**config.mk**
```make
export PLATFORM = sky130hd
export DESIGN_NAME = alu_dsp_arbiter
export DESIGN_NICKNAME = d
export VERILOG_FILES = /design/src/rtl/alu_dsp_arbiter_pkg.sv /design/src/rtl/alu_dsp_arbiter_rr_pick.sv /design/src/rtl/alu_dsp_arbiter.sv
export SDC_FILE = /design/constraint.sdc
export NUM_CORES = 1
export LEC_CHECK = 0
export ABC_CLOCK_PERIOD_IN_PS = 3000
export BUFFER_PORTS_ARGS = -buffer_cell sky130_fd_sc_hd__buf_4
export CORE_AREA = 3 3 428 430
export DETAILED_ROUTE_END_ITERATION = 16
export DIE_AREA = 0 0 431 433
export PLACE_DENSITY_LB_ADDON = 0.1
export SLEW_MARGIN = 20
export SYNTH_ARGS = -nofsm -noshare
export SYNTH_HDL_FRONTEND = slang
export SYNTH_SLANG_ARGS = --single-unit
```
**constraint.sdc**
```tcl
create_clock -name clk -period 3 [get_ports clk]
set_input_delay 0.45 -clock clk [delete_from_list [all_inputs] [get_ports clk]]
set_output_delay 0.45 -clock clk [all_outputs]
set_load 0.01 [all_outputs]
```
**src/rtl/alu_dsp_arbiter_pkg.sv**
```systemverilog
// -----------------------------------------------------------------------------
// alu_dsp_arbiter_pkg
//   Shared definitions for the ALU DSP slice and its schedulers:
//   operand widths, DSP op encodings and the arbiter state type.
// -----------------------------------------------------------------------------
package alu_dsp_arbiter_pkg;

   // Operand / result widths of the dual-channel DSP slice
   localparam int ALU_DSP_OPW = 9;
   localparam int ALU_DSP_ABW = 18;
   localparam int ALU_DSP_CW  = 48;

   // DSP op encodings. NOP is all-zero so an idle mux output is simply 0.
   localparam logic [ALU_DSP_OPW-1:0] ALU_DSP_NOP      = 9'h000;
   localparam logic [ALU_DSP_OPW-1:0] ALU_DSP_XIN_MULT = 9'h005;
   localparam logic [ALU_DSP_OPW-1:0] ALU_DSP_ZIN_MULT = 9'h025;
   localparam logic [ALU_DSP_OPW-1:0] ALU_DSP_ZIN_ADD  = 9'h033;

   // Arbiter ownership state; also exported on the debug port
   typedef enum logic {
      ARB_IDLE  = 1'b0,
      ARB_OWNED = 1'b1
   } arb_state_e;

endpackage

```
**src/rtl/alu_dsp_arbiter_rr_pick.sv**
```systemverilog
// -----------------------------------------------------------------------------
// alu_rr_pick
//   Combinational round-robin picker. Returns the first set bit of req_i
//   searching start_i, start_i+1, ... and wrapping modulo N.
//
//   req_i    in   N     request vector
//   start_i  in   IDW   first index to consider (must be < N)
//   found_o  out  1     some request is set
//   id_o     out  IDW   index of the chosen request, 0 when none
// -----------------------------------------------------------------------------
module alu_rr_pick #(
   parameter int N   = 4,
   parameter int IDW = 3
) (
   input  logic [N-1:0]   req_i,
   input  logic [IDW-1:0] start_i,
   output logic           found_o,
   output logic [IDW-1:0] id_o
);

   logic [2*N-1:0] dbl;
   logic [N-1:0]   rot;
   logic [IDW-1:0] pos;
   logic [IDW:0]   sum;

   // Rotate so that start_i lands on bit 0; the lowest set bit of rot is
   // then the round-robin winner, expressed as a distance from start_i.
   assign dbl = {req_i, req_i};
   assign rot = N'(dbl >> start_i);

   always_comb begin
      found_o = 1'b0;
      pos     = '0;
      for (int i = N - 1; i >= 0; i--) begin
         if (rot[i]) begin
            found_o = 1'b1;
            pos     = IDW'(i);
         end
      end
      sum = {1'b0, start_i} + {1'b0, pos};
      if (sum >= (IDW+1)'(N)) begin
         sum = sum - (IDW+1)'(N);
      end
      id_o = found_o ? sum[IDW-1:0] : '0;
   end

endmodule

```
**src/rtl/alu_dsp_arbiter.sv**
```systemverilog
// -----------------------------------------------------------------------------
// alu_dsp_arbiter
//   Shares one dual-channel ALU DSP slice between NUM_REQ clients with
//   round-robin arbitration and burst lock, and returns a per-client
//   result-valid strobe aligned with the DSP P outputs.
//
//   Handshake: a client holds req[k] to ask for the DSP. Once grant[k] is
//   seen, every cycle with req[k] & grant[k] presents exactly one op to the
//   DSP. Dropping req[k] releases the DSP at that clock edge.
//
//   clk        in   1              system clock
//   reset      in   1              asynchronous reset, active low
//   req        in   NUM_REQ        request / lock per client
//   grant      out  NUM_REQ        one-hot registered grant
//   req_op     in   NUM_REQ*9      per-client op, client k at [9k+8:9k]
//   req_al/bl/ar/br in NUM_REQ*18  per-client A/B operands
//   req_cl/cr  in   NUM_REQ*48     per-client C operands
//   dsp_op     out  9              op to DSP (NOP when nobody issues)
//   dsp_al/bl/ar/br out 18         operands to DSP
//   dsp_cl/cr  out  48             operands to DSP
//   dsp_pl/pr  in   48             DSP results
//   res_pl/pr  out  48             DSP results passed through
//   res_valid  out  NUM_REQ        one-hot: P holds client k's result
//   res_id     out  IDW            issuer of the current result, 0 if none
//   busy       out  1              grant held or op in flight
//   dbg_state  out  1              arbiter state (0 idle, 1 owned)
//
//   DSP_LAT must be at least 2.
// -----------------------------------------------------------------------------
module alu_dsp_arbiter
   import alu_dsp_arbiter_pkg::*;
#(
   parameter int NUM_REQ = 4,
   parameter int DSP_LAT = 3,
   parameter int IDW     = 3
) (
   input  logic                            clk,
   input  logic                            reset,
   input  logic [NUM_REQ-1:0]              req,
   output logic [NUM_REQ-1:0]              grant,
   input  logic [NUM_REQ*ALU_DSP_OPW-1:0]  req_op,
   input  logic [NUM_REQ*ALU_DSP_ABW-1:0]  req_al,
   input  logic [NUM_REQ*ALU_DSP_ABW-1:0]  req_bl,
   input  logic [NUM_REQ*ALU_DSP_ABW-1:0]  req_ar,
   input  logic [NUM_REQ*ALU_DSP_ABW-1:0]  req_br,
   input  logic [NUM_REQ*ALU_DSP_CW-1:0]   req_cl,
   input  logic [NUM_REQ*ALU_DSP_CW-1:0]   req_cr,
   output logic [ALU_DSP_OPW-1:0]          dsp_op,
   output logic [ALU_DSP_ABW-1:0]          dsp_al,
   output logic [ALU_DSP_ABW-1:0]          dsp_bl,
   output logic [ALU_DSP_ABW-1:0]          dsp_ar,
   output logic [ALU_DSP_ABW-1:0]          dsp_br,
   output logic [ALU_DSP_CW-1:0]           dsp_cl,
   output logic [ALU_DSP_CW-1:0]           dsp_cr,
   input  logic [ALU_DSP_CW-1:0]           dsp_pl,
   input  logic [ALU_DSP_CW-1:0]           dsp_pr,
   output logic [ALU_DSP_CW-1:0]           res_pl,
   output logic [ALU_DSP_CW-1:0]           res_pr,
   output logic [NUM_REQ-1:0]              res_valid,
   output logic [IDW-1:0]                  res_id,
   output logic                            busy,
   output logic                            dbg_state
);

   // The result register is the last stage, so DSP_LAT-1 tag stages precede it
   localparam int PIPE = DSP_LAT - 1;

   arb_state_e          state_q;
   logic [NUM_REQ-1:0]  grant_q;
   logic [NUM_REQ-1:0]  grant_d;
   logic [IDW-1:0]      owner_q;
   logic [IDW-1:0]      last_q;
   logic [IDW-1:0]      base;
   logic [IDW-1:0]      start_idx;
   logic                pick_found;
   logic [IDW-1:0]      pick_id;
   logic                issue;

   logic [PIPE-1:0]     pipe_v_q;
   logic [IDW-1:0]      pipe_id_q [PIPE];
   logic [NUM_REQ-1:0]  tail_onehot;
   logic [NUM_REQ-1:0]  res_valid_q;
   logic [IDW-1:0]      res_id_q;

   // grant is one-hot at owner_q, so this is req[owner] & grant[owner]
   assign issue = |(grant_q & req);

   // ---------------------------------------------------------------------
   // Round-robin search: from last+1 when idle, from owner+1 on release.
   // On release req[owner] is already low, so the owner is never re-picked.
   // ---------------------------------------------------------------------
   always_comb begin
      base      = (state_q == ARB_IDLE) ? last_q : owner_q;
      start_idx = (base == IDW'(NUM_REQ - 1)) ? '0 : base + IDW'(1);
   end

   alu_rr_pick #(
      .N   (NUM_REQ),
      .IDW (IDW)
   ) u_pick (
      .req_i   (req),
      .start_i (start_idx),
      .found_o (pick_found),
      .id_o    (pick_id)
   );

   always_comb begin
      grant_d = '0;
      for (int k = 0; k < NUM_REQ; k++) begin
         grant_d[k] = (pick_id == IDW'(k));
      end
   end

   // ---------------------------------------------------------------------
   // Ownership FSM with burst lock: the owner keeps the DSP for as long as
   // it holds req; handover happens on the release edge with no dead cycle.
   // ---------------------------------------------------------------------
   always_ff @(posedge clk or negedge reset) begin
      if (!reset) begin
         state_q <= ARB_IDLE;
         grant_q <= '0;
         owner_q <= '0;
         last_q  <= IDW'(NUM_REQ - 1);
      end else begin
         case (state_q)
            ARB_IDLE: begin
               if (pick_found) begin
                  state_q <= ARB_OWNED;
                  grant_q <= grant_d;
                  owner_q <= pick_id;
               end
            end
            ARB_OWNED: begin
               if (!issue) begin
                  last_q <= owner_q;
                  if (pick_found) begin
                     grant_q <= grant_d;
                     owner_q <= pick_id;
                  end else begin
                     state_q <= ARB_IDLE;
                     grant_q <= '0;
                     owner_q <= '0;
                  end
               end
            end
            default: begin
               state_q <= ARB_IDLE;
               grant_q <= '0;
               owner_q <= '0;
            end
         endcase
      end
   end

   // ---------------------------------------------------------------------
   // Operand mux: only the issuing client reaches the DSP; otherwise NOP
   // with zero operands.
   // ---------------------------------------------------------------------
   always_comb begin
      dsp_op = ALU_DSP_NOP;
      dsp_al = '0;
      dsp_bl = '0;
      dsp_ar = '0;
      dsp_br = '0;
      dsp_cl = '0;
      dsp_cr = '0;
      for (int k = 0; k < NUM_REQ; k++) begin
         if (grant_q[k] && req[k]) begin
            dsp_op = req_op[k*ALU_DSP_OPW +: ALU_DSP_OPW];
            dsp_al = req_al[k*ALU_DSP_ABW +: ALU_DSP_ABW];
            dsp_bl = req_bl[k*ALU_DSP_ABW +: ALU_DSP_ABW];
            dsp_ar = req_ar[k*ALU_DSP_ABW +: ALU_DSP_ABW];
            dsp_br = req_br[k*ALU_DSP_ABW +: ALU_DSP_ABW];
            dsp_cl = req_cl[k*ALU_DSP_CW +: ALU_DSP_CW];
            dsp_cr = req_cr[k*ALU_DSP_CW +: ALU_DSP_CW];
         end
      end
   end

   // ---------------------------------------------------------------------
   // Tag pipeline: {issue, owner} travels alongside the op so that results
   // of a released owner still drain to the right client after handover.
   // ---------------------------------------------------------------------
   always_comb begin
      tail_onehot = '0;
      for (int k = 0; k < NUM_REQ; k++) begin
         tail_onehot[k] = pipe_v_q[PIPE-1] && (pipe_id_q[PIPE-1] == IDW'(k));
      end
   end

   always_ff @(posedge clk or negedge reset) begin
      if (!reset) begin
         pipe_v_q    <= '0;
         for (int i = 0; i < PIPE; i++) begin
            pipe_id_q[i] <= '0;
         end
         res_valid_q <= '0;
         res_id_q    <= '0;
      end else begin
         pipe_v_q[0]  <= issue;
         pipe_id_q[0] <= issue ? owner_q : '0;
         for (int i = 1; i < PIPE; i++) begin
            pipe_v_q[i]  <= pipe_v_q[i-1];
            pipe_id_q[i] <= pipe_id_q[i-1];
         end
         res_valid_q <= tail_onehot;
         res_id_q    <= pipe_v_q[PIPE-1] ? pipe_id_q[PIPE-1] : '0;
      end
   end

   assign grant     = grant_q;
   assign res_valid = res_valid_q;
   assign res_id    = res_id_q;
   assign res_pl    = dsp_pl;
   assign res_pr    = dsp_pr;
   assign busy      = (|grant_q) | (|pipe_v_q);
   assign dbg_state = (state_q == ARB_OWNED);

endmodule
```
==> results of run 1 <==
-- power by group --
part | total [mW] | switching, mW | leakage, nW | internal (mW)
Clock | 0.391 | 0.126 | 0.0512 | 0.266
Sequential | 0.560 | 0.0888 | 0.336 | 0.471
Combinational | 7.88 | 4.25 | 6.37 | 3.62
Total | 8.83 | 4.47 | 6.76 | 4.36
-- area by class of cell --
cell class / count / area (sq um) / share of cell area, %
sequential: 26 / 654 / 4.00
multi-input combinational: 779 / 4890 / 29.9
inverter: 5 / 18.8 / 0.115
clock inverter: 1 / 30.0 / 0.184
clock buffer: 3 / 75.1 / 0.459
tap: 2370 / 2970 / 18.1
timing repair buffer: 990 / 7690 / 47.0
antenna: 13 / 32.5 / 0.199
-- cell usage in the layout, fill, tap and decap left out, types with 6 or more instances in the layout --
master	instances
nand2_1	183
a221o_1	178
o21ai_1	9
buf_12	19
a32o_1	6
buf_4	970
o21ai_0	344
diode_2	13
dfrtp_1	23
and2_1	6
-- kinds of logic (layout without fill, tap and decap cells) --
kind of cell | count (synthesis) | in the layout
mux | 9 | 9
buf+inv | 221 | 999
other cells | 0 | 13
fa+ha+maj | 4 | 4
flops | 26 | 26
compound gates | 552 | 552
simple gates | 214 | 214
-- through the flow --
step | utilization (%) | worst slack [ps] | power, mW
finish | 9.08 | 21.2 | 8.83
global route | 9.07 | -89.0 | 9.55
CTS | 9.01 | 5.25 | 9.03
detailed placement | 8.94 | -49.2 | 8.58
global placement | 8.94 | -160 | 8.66
floorplan | - | -40.5 | 3.90
-- critical path: stages, from the launching register on --
cell and delay, ps:
dfrtp_2 450, mux2_4 330, ha_4 190, nor2b_4 130, o32ai_4 100, a22oi_2 180, o22ai_1 110, a21o_1 190
ha_1 210, inv_1 100, fa_2 470, nor2b_1 150, a32o_1 250
-- layer usage --
metal  track usage, %  routed length, microns  vias to the layer above
met5            0.546                     272                        -
met4             1.99                    2050                       20
met3             4.24                    9720                      130
met2             19.7                   56200                      675
met1             10.5                   36000                     5683
li1                 -                       -                     5393
-- path summary, 6_finish.rpt --
kind,end,slack (ps),depth (start not counted),from
worst min-delay path,res_id[1],90,1,reset
worst min register to register,pipe_id_q[2],350,0,pipe_id_q[5]
worst max-delay path,grant[0],20,12,dbg_state
min in group clk,pipe_id_q[2],350,0,pipe_id_q[5]
worst max register to register,grant[0],20,12,dbg_state
max in group asynchronous,last_q[0],2590,1,reset
-- sequential cells by signal, summed over array words and instances, names as in the netlist --
name	flops
owner_q	3
grant	4
pipe_v_q	2
res_id	3
res_valid	4
dbg_state	1
pipe_id_q	6
last_q	3
-- timing repair --
| action | CTS | global route |
|---|---|---|
| pin swaps | 6 | 10 |
| hold buffers | 0 | 0 |
| endpoints found under the setup margin | 7 | 17 |
| setup buffers | 0 | 2 |
| gates resized for setup | 8 | 17 |
| gates cloned | 0 | 1 |
==> results by group, run 1 <==
Global route
  • First-pass GRT wire length: 129 mm
  • Total GRT Usage: 10.3%
  • Vias in the first global route: 12400
  • Antenna violations before repair: 53
  • GR Overflow Total: 0
  • Pin count of the biggest net entering global routing: 87

Floorplan
  • Starting density of the core: 3.68%
  • Die area: 0.187 sq mm
  • Die W: 431 microns
  • Die height: 433 microns
  • Number of I/O pins: roughly 1100
  • Row Count: 156
  • Core Box Area: 0.180 sq mm

STA
  • Setup violations, final: 0
  • Final hold vios: 0
  • Hold WS: 94.5 ps
  • Fin. max-slew vios: 0
  • Clock skew: around 3.6 ps
  • Minimum clock period: 2980 ps
  • Fmax: between 0.3 and 0.4 GHz
  • Sum Neg Setup Slack: 0 ps
  • Slew @ Worst Pin: between 700 and 800 ps
  • Tcrit/Tclk final: 99.3%
  • Rel. slew slack: 50.9%
  • RSZ-0062 raised after global routing: yes

Placement
  • PortBufs: 903
  • Final HPWL DP: 91.9 mm
  • Area post-placement: approximately 0.016 sq mm
  • Dpl cells: between 4000 and 5000
  • RePlAce Congestion: 0.917

Synth
  • Post-Synth XOR/XNOR Area: 0%
  • EDFF count, synth: 0
  • Compound-cell area share of the yosys netlist: 56.3%
  • Synth Area in Adders: less than 1%
  • Post-synth top area cell: a221o_1
  • Top post-synthesis cells by area: a221o_1 27%, o21ai_0 27%, buf_4 11%
  • Ys Warns: 0
  • Synth cell types: 40
  • Seq/Total Area, Yosys: 9.85%
  • Mapped Area: 0.00663 sq mm
  • Post-synth top cells: 355 x o21ai_0, 184 x nand2_1, 178 x a221o_1
  • Mapped Cells: approximately 1000
  • Post-synthesis mux area share: 1.64%
  • Synth Flop Type: dfrtp_1
  • #FFs+latches synth: 26
  • Post-synthesis simple-gate area fraction: 13.2%
  • Share of the synthesized area in the top cell type: 26.9%
  • Synthesized Nets: 1840
  • Asr flop ratio synth: 100%
  • Syn_area_per_cell: approximately 6.5 sq um
  • Most frequent cell after synthesis: o21ai_0
  • Largest family of logic cells by synthesized area: compound AO/OA/AOI/OAI gates

Routing
  • WL final: ~100 mm
  • Drt wl/cell: 24.9 microns
  • Detailed Route Iter0 Violations: approximately 690
  • Residual DRC: 0
  • Vias per cell: 2.84
  • Total iterations of the first detailed-routing run: 5
  • DRT antenna net count: 0
  • Via count: 11900

Layout
  • Fin area: 0.0163 sq mm
  • Final Non-Filler Cells: 4187
  • Fill cells: between 20000 and 25000
  • Layout Area Growth over Synthesis: 147%
  • Share of cells above drive strength 1: between 50% and 60%
  • Final #Nets: about 2600

Setup path
  • Crit. End Element: flip-flop
  • Maximum fanout along the worst path: 5
  • Startpoint class of the critical path: flip-flop
  • Crit path kind: reg2reg
  • Worst EP arrival: 3130 ps
  • Data required, critical path: 3150 ps

Clocking
  • CTS H-tree depth: 1
  • CTS tree: done
  • Clock Path Buffers: 2
  • Skew-Pair Late Insertion Delay: 260 ps
  • TritonCTS Buffers: 3
  • Clk pin slew, worst setup/hold paths: about 70 ps
  • CTS root buf: clkbuf_16
  • CTS Sinks: 26

Power
  • Lkg Pwr: 6.76 nW
  • Max rail drop VDD: 0.000320 V
  • PD cells: 540 mW/mm^2

Job
  • Max cap viols: 0

Hold path
  • Worst min-delay path class: in2async

Run status
  • Status: completed
Power figures use the tool's default switching activity.
==> inputs of run 2 (changes only) <==
--- a/config.mk
+++ b/config.mk
@@ -5,8 +5,9 @@
 export SDC_FILE = /design/constraint.sdc
 export NUM_CORES = 1
 export LEC_CHECK = 0
-export ABC_CLOCK_PERIOD_IN_PS = 3000
+export ABC_CLOCK_PERIOD_IN_PS = 2600
 export BUFFER_PORTS_ARGS = -buffer_cell sky130_fd_sc_hd__buf_4
+export CAP_MARGIN = 20
 export CORE_AREA = 3 3 428 430
 export DETAILED_ROUTE_END_ITERATION = 16
 export DIE_AREA = 0 0 431 433
==> constraint.sdc (replaced) <==
create_clock -name clk -period 2.6 [get_ports clk]
set_input_delay 0.39 -clock clk [delete_from_list [all_inputs] [get_ports clk]]
set_output_delay 0.39 -clock clk [all_outputs]
set_load 0.01 [all_outputs]
==> results by group, run 2 (same netlist as run 1, synthesis figures left out) <==
Power
  • Pwr Total: 12.1 mW
  • Sw power: 5.80 mW
  • Lkg Pwr: 7.57 nW
  • Sequential Power Share: ~5.1%
  • Pint: 6.27 mW
  • PD cells: 666 mW/mm^2
  • Clock power share: 3.8%
  • Max rail drop VDD: 0.000347 V
  • Comb power frac: 91.1%
  • Switch share: 48.1%

Setup path
  • R2R setup slack: -360 ps
  • Maximum fanout along the worst path: 4
  • Worst EP arrival: between 3000 and 4000 ps
  • Startpoint class of the critical path: flip-flop
  • Crit path kind: reg2reg
  • Data required, critical path: 2760 ps
  • Worst Reg-to-Reg Cells: 11
  • Crit. End Element: flip-flop
  • R2R Path Start: dbg_state
  • Reg2reg end: grant[2]

Layout
  • Share of cells above drive strength 1: just over 60%
  • Most common cell after layout, fill and taps aside: buf_4
  • Fill cells: 21100
  • Final #Nets: 2700
  • Max reg flops: 6
  • Largest Register: pipe_id_q
  • Layout Area Growth over Synthesis: 173%
  • Final Non-Filler Cells: 4260
  • Most frequent cells in the layout: 957 x buf_4, 208 x o21ai_1, 183 x nand2_1

STA
  • Tcrit/Tclk final: 114%
  • Setup WS post-layout: -357 ps
  • Final hold vios: 0
  • Fmax: 0.338 GHz
  • Rel. slew slack: 70.8%
  • Fin. max-slew vios: 0
  • Slew @ Worst Pin: 438 ps
  • RSZ-0062 raised after global routing: yes
  • Hold WS: 37.9 ps
  • Clock skew: 12.1 ps
  • Minimum clock period: 2960 ps
  • Setup violations, final: 20

Job
  • Max cap viols: 0

Routing
  • DRT antenna net count: 0
  • Vias per cell: 2.85
  • WL final: between 100 and 150 mm
  • Drt wl/cell: 25.2 microns
  • Via count: 12100
  • Total iterations of the first detailed-routing run: 6
  • Residual DRC: 0
  • Detailed Route Iter0 Violations: 611

Floorplan
  • Die area: 0.187 sq mm
  • Row Count: 156
  • Number of I/O pins: 1096
  • Die height: 433 microns
  • Core Box Area: 0.180 sq mm
  • Starting density of the core: between 3 and 4%
  • Die W: 431 microns

Clocking
  • CTS H-tree depth: 1
  • CTS Sinks: 26
  • Clock Path Buffers: 2
  • CTS root buf: clkbuf_16
  • Clk pin slew, worst setup/hold paths: 80 ps
  • CTS tree: done
  • TritonCTS Buffers: 3
  • Skew-Pair Late Insertion Delay: 270 ps

Placement
  • Final HPWL DP: 89.1 mm
  • Dpl cells: about 4200
  • RePlAce Congestion: 0.871
  • PortBufs: 903
  • Placement Setup Slack: -512 ps

Global route
  • First-pass GRT wire length: between 100 and 150 mm
  • Antenna violations before repair: 38
  • Vias in the first global route: 12700
  • Pin count of the biggest net entering global routing: 66
  • Grt peak-use layer: met2
  • Met3 Use GR: 3.28%
  • Total GRT Usage: between 10% and 20%
  • GR Overflow Total: 0
  • Met1 usage: approximately an eighth
  • Met2 usage in global routing: between 10% and 20%

Run status
  • Failing checks: setup timing
  • Status: finished with violations

Hold path
  • Worst min-delay path class: in2async
run 2: changes by cell type in the layout (fill, tap and decap cells not counted), moves of 3 or more:
cell / delta
buf_8: +9
o21ai_2: +57
buf_6: +43
o21ai_0: -257
o21ai_1: +199
diode_2: -8
a221o_1: -3
clkbuf_16: +12
buf_12: +12
buf_4: -13
buf_16: +18
run 2: critical path, stage by stage, from the launching register on:
cell and delay [ps]:
dfrtp_2 450, mux2_4 340, ha_4 190, nor2b_4 130, o32ai_4 100, a221o_1 350, a21o_1 180, o22a_1 210
fa_2 360, nor3_4 210, a21oi_2 80, a32o_1 250
run 2: what timing repair did:
action / in CTS / in global routing
setup buffers: 18 / 19
gates resized for setup: 137 / 309
pin swaps: 29 / 151
gates cloned: 11 / 15
hold buffers: 0 / 0
endpoints found under the setup margin: 73 / 147
run 2: power by group through the flow:
stage | Sequential (mW) | Clock, mW | Combinational [mW]
floorplan | 0.642 | 0 | 3.86
finish | 0.621 | 0.456 | 11.0
global placement | 0.630 | 0 | 9.72
detailed placement | 0.628 | 0 | 9.60
CTS | 0.623 | 0.471 | 10.4
global route | 0.640 | 0.487 | 11.9
run 2: how the worst max path moves through the flow:
stage / depth (start not counted) / slack (ps) / endpoint / from
floorplan: 13 / -440 / grant[2] / dbg_state
detailed placement: 12 / -510 / grant[0] / dbg_state
finish: 11 / -360 / grant[2] / dbg_state
CTS: 14 / -330 / grant[0] / dbg_state
global placement: 12 / -590 / grant[0] / dbg_state
global route: 12 / -490 / grant[0] / dbg_state
run 2: through the flow:
step                      area [sq um]  TNS, ps  utilization [%]
final                            18100    -2130             10.1
after global routing             18100    -7700             10.1
after CTS                        17200    -2750             9.55
after detailed placement         16400    -3970             9.10
after global placement           16400    -4220             9.10
after floorplan                   6660    -2240                -
run 2: layout make-up:
type                            count  area (sq um)  share of cell area [%]
Clock buffer                        3          75.1                   0.414
Clock inverter                      1          30.0                   0.166
Antenna cell                        5          12.5                  0.0690
Timing Repair Buffer             1071          9250                    51.0
Inverter                            5          18.8                   0.104
Tap cell                         2370          2970                    16.4
Multi-Input combinational cell    779          5130                    28.3
Sequential cell                    26           654                    3.61
run 2: metal layers:
layer | vias to the layer above | share of wire (%)
met2 | 606 | 52
met3 | 100 | 7.7
met1 | 5832 | 38
li1 | 5586 | -
met5 | - | 0.096
met4 | 16 | 1.5
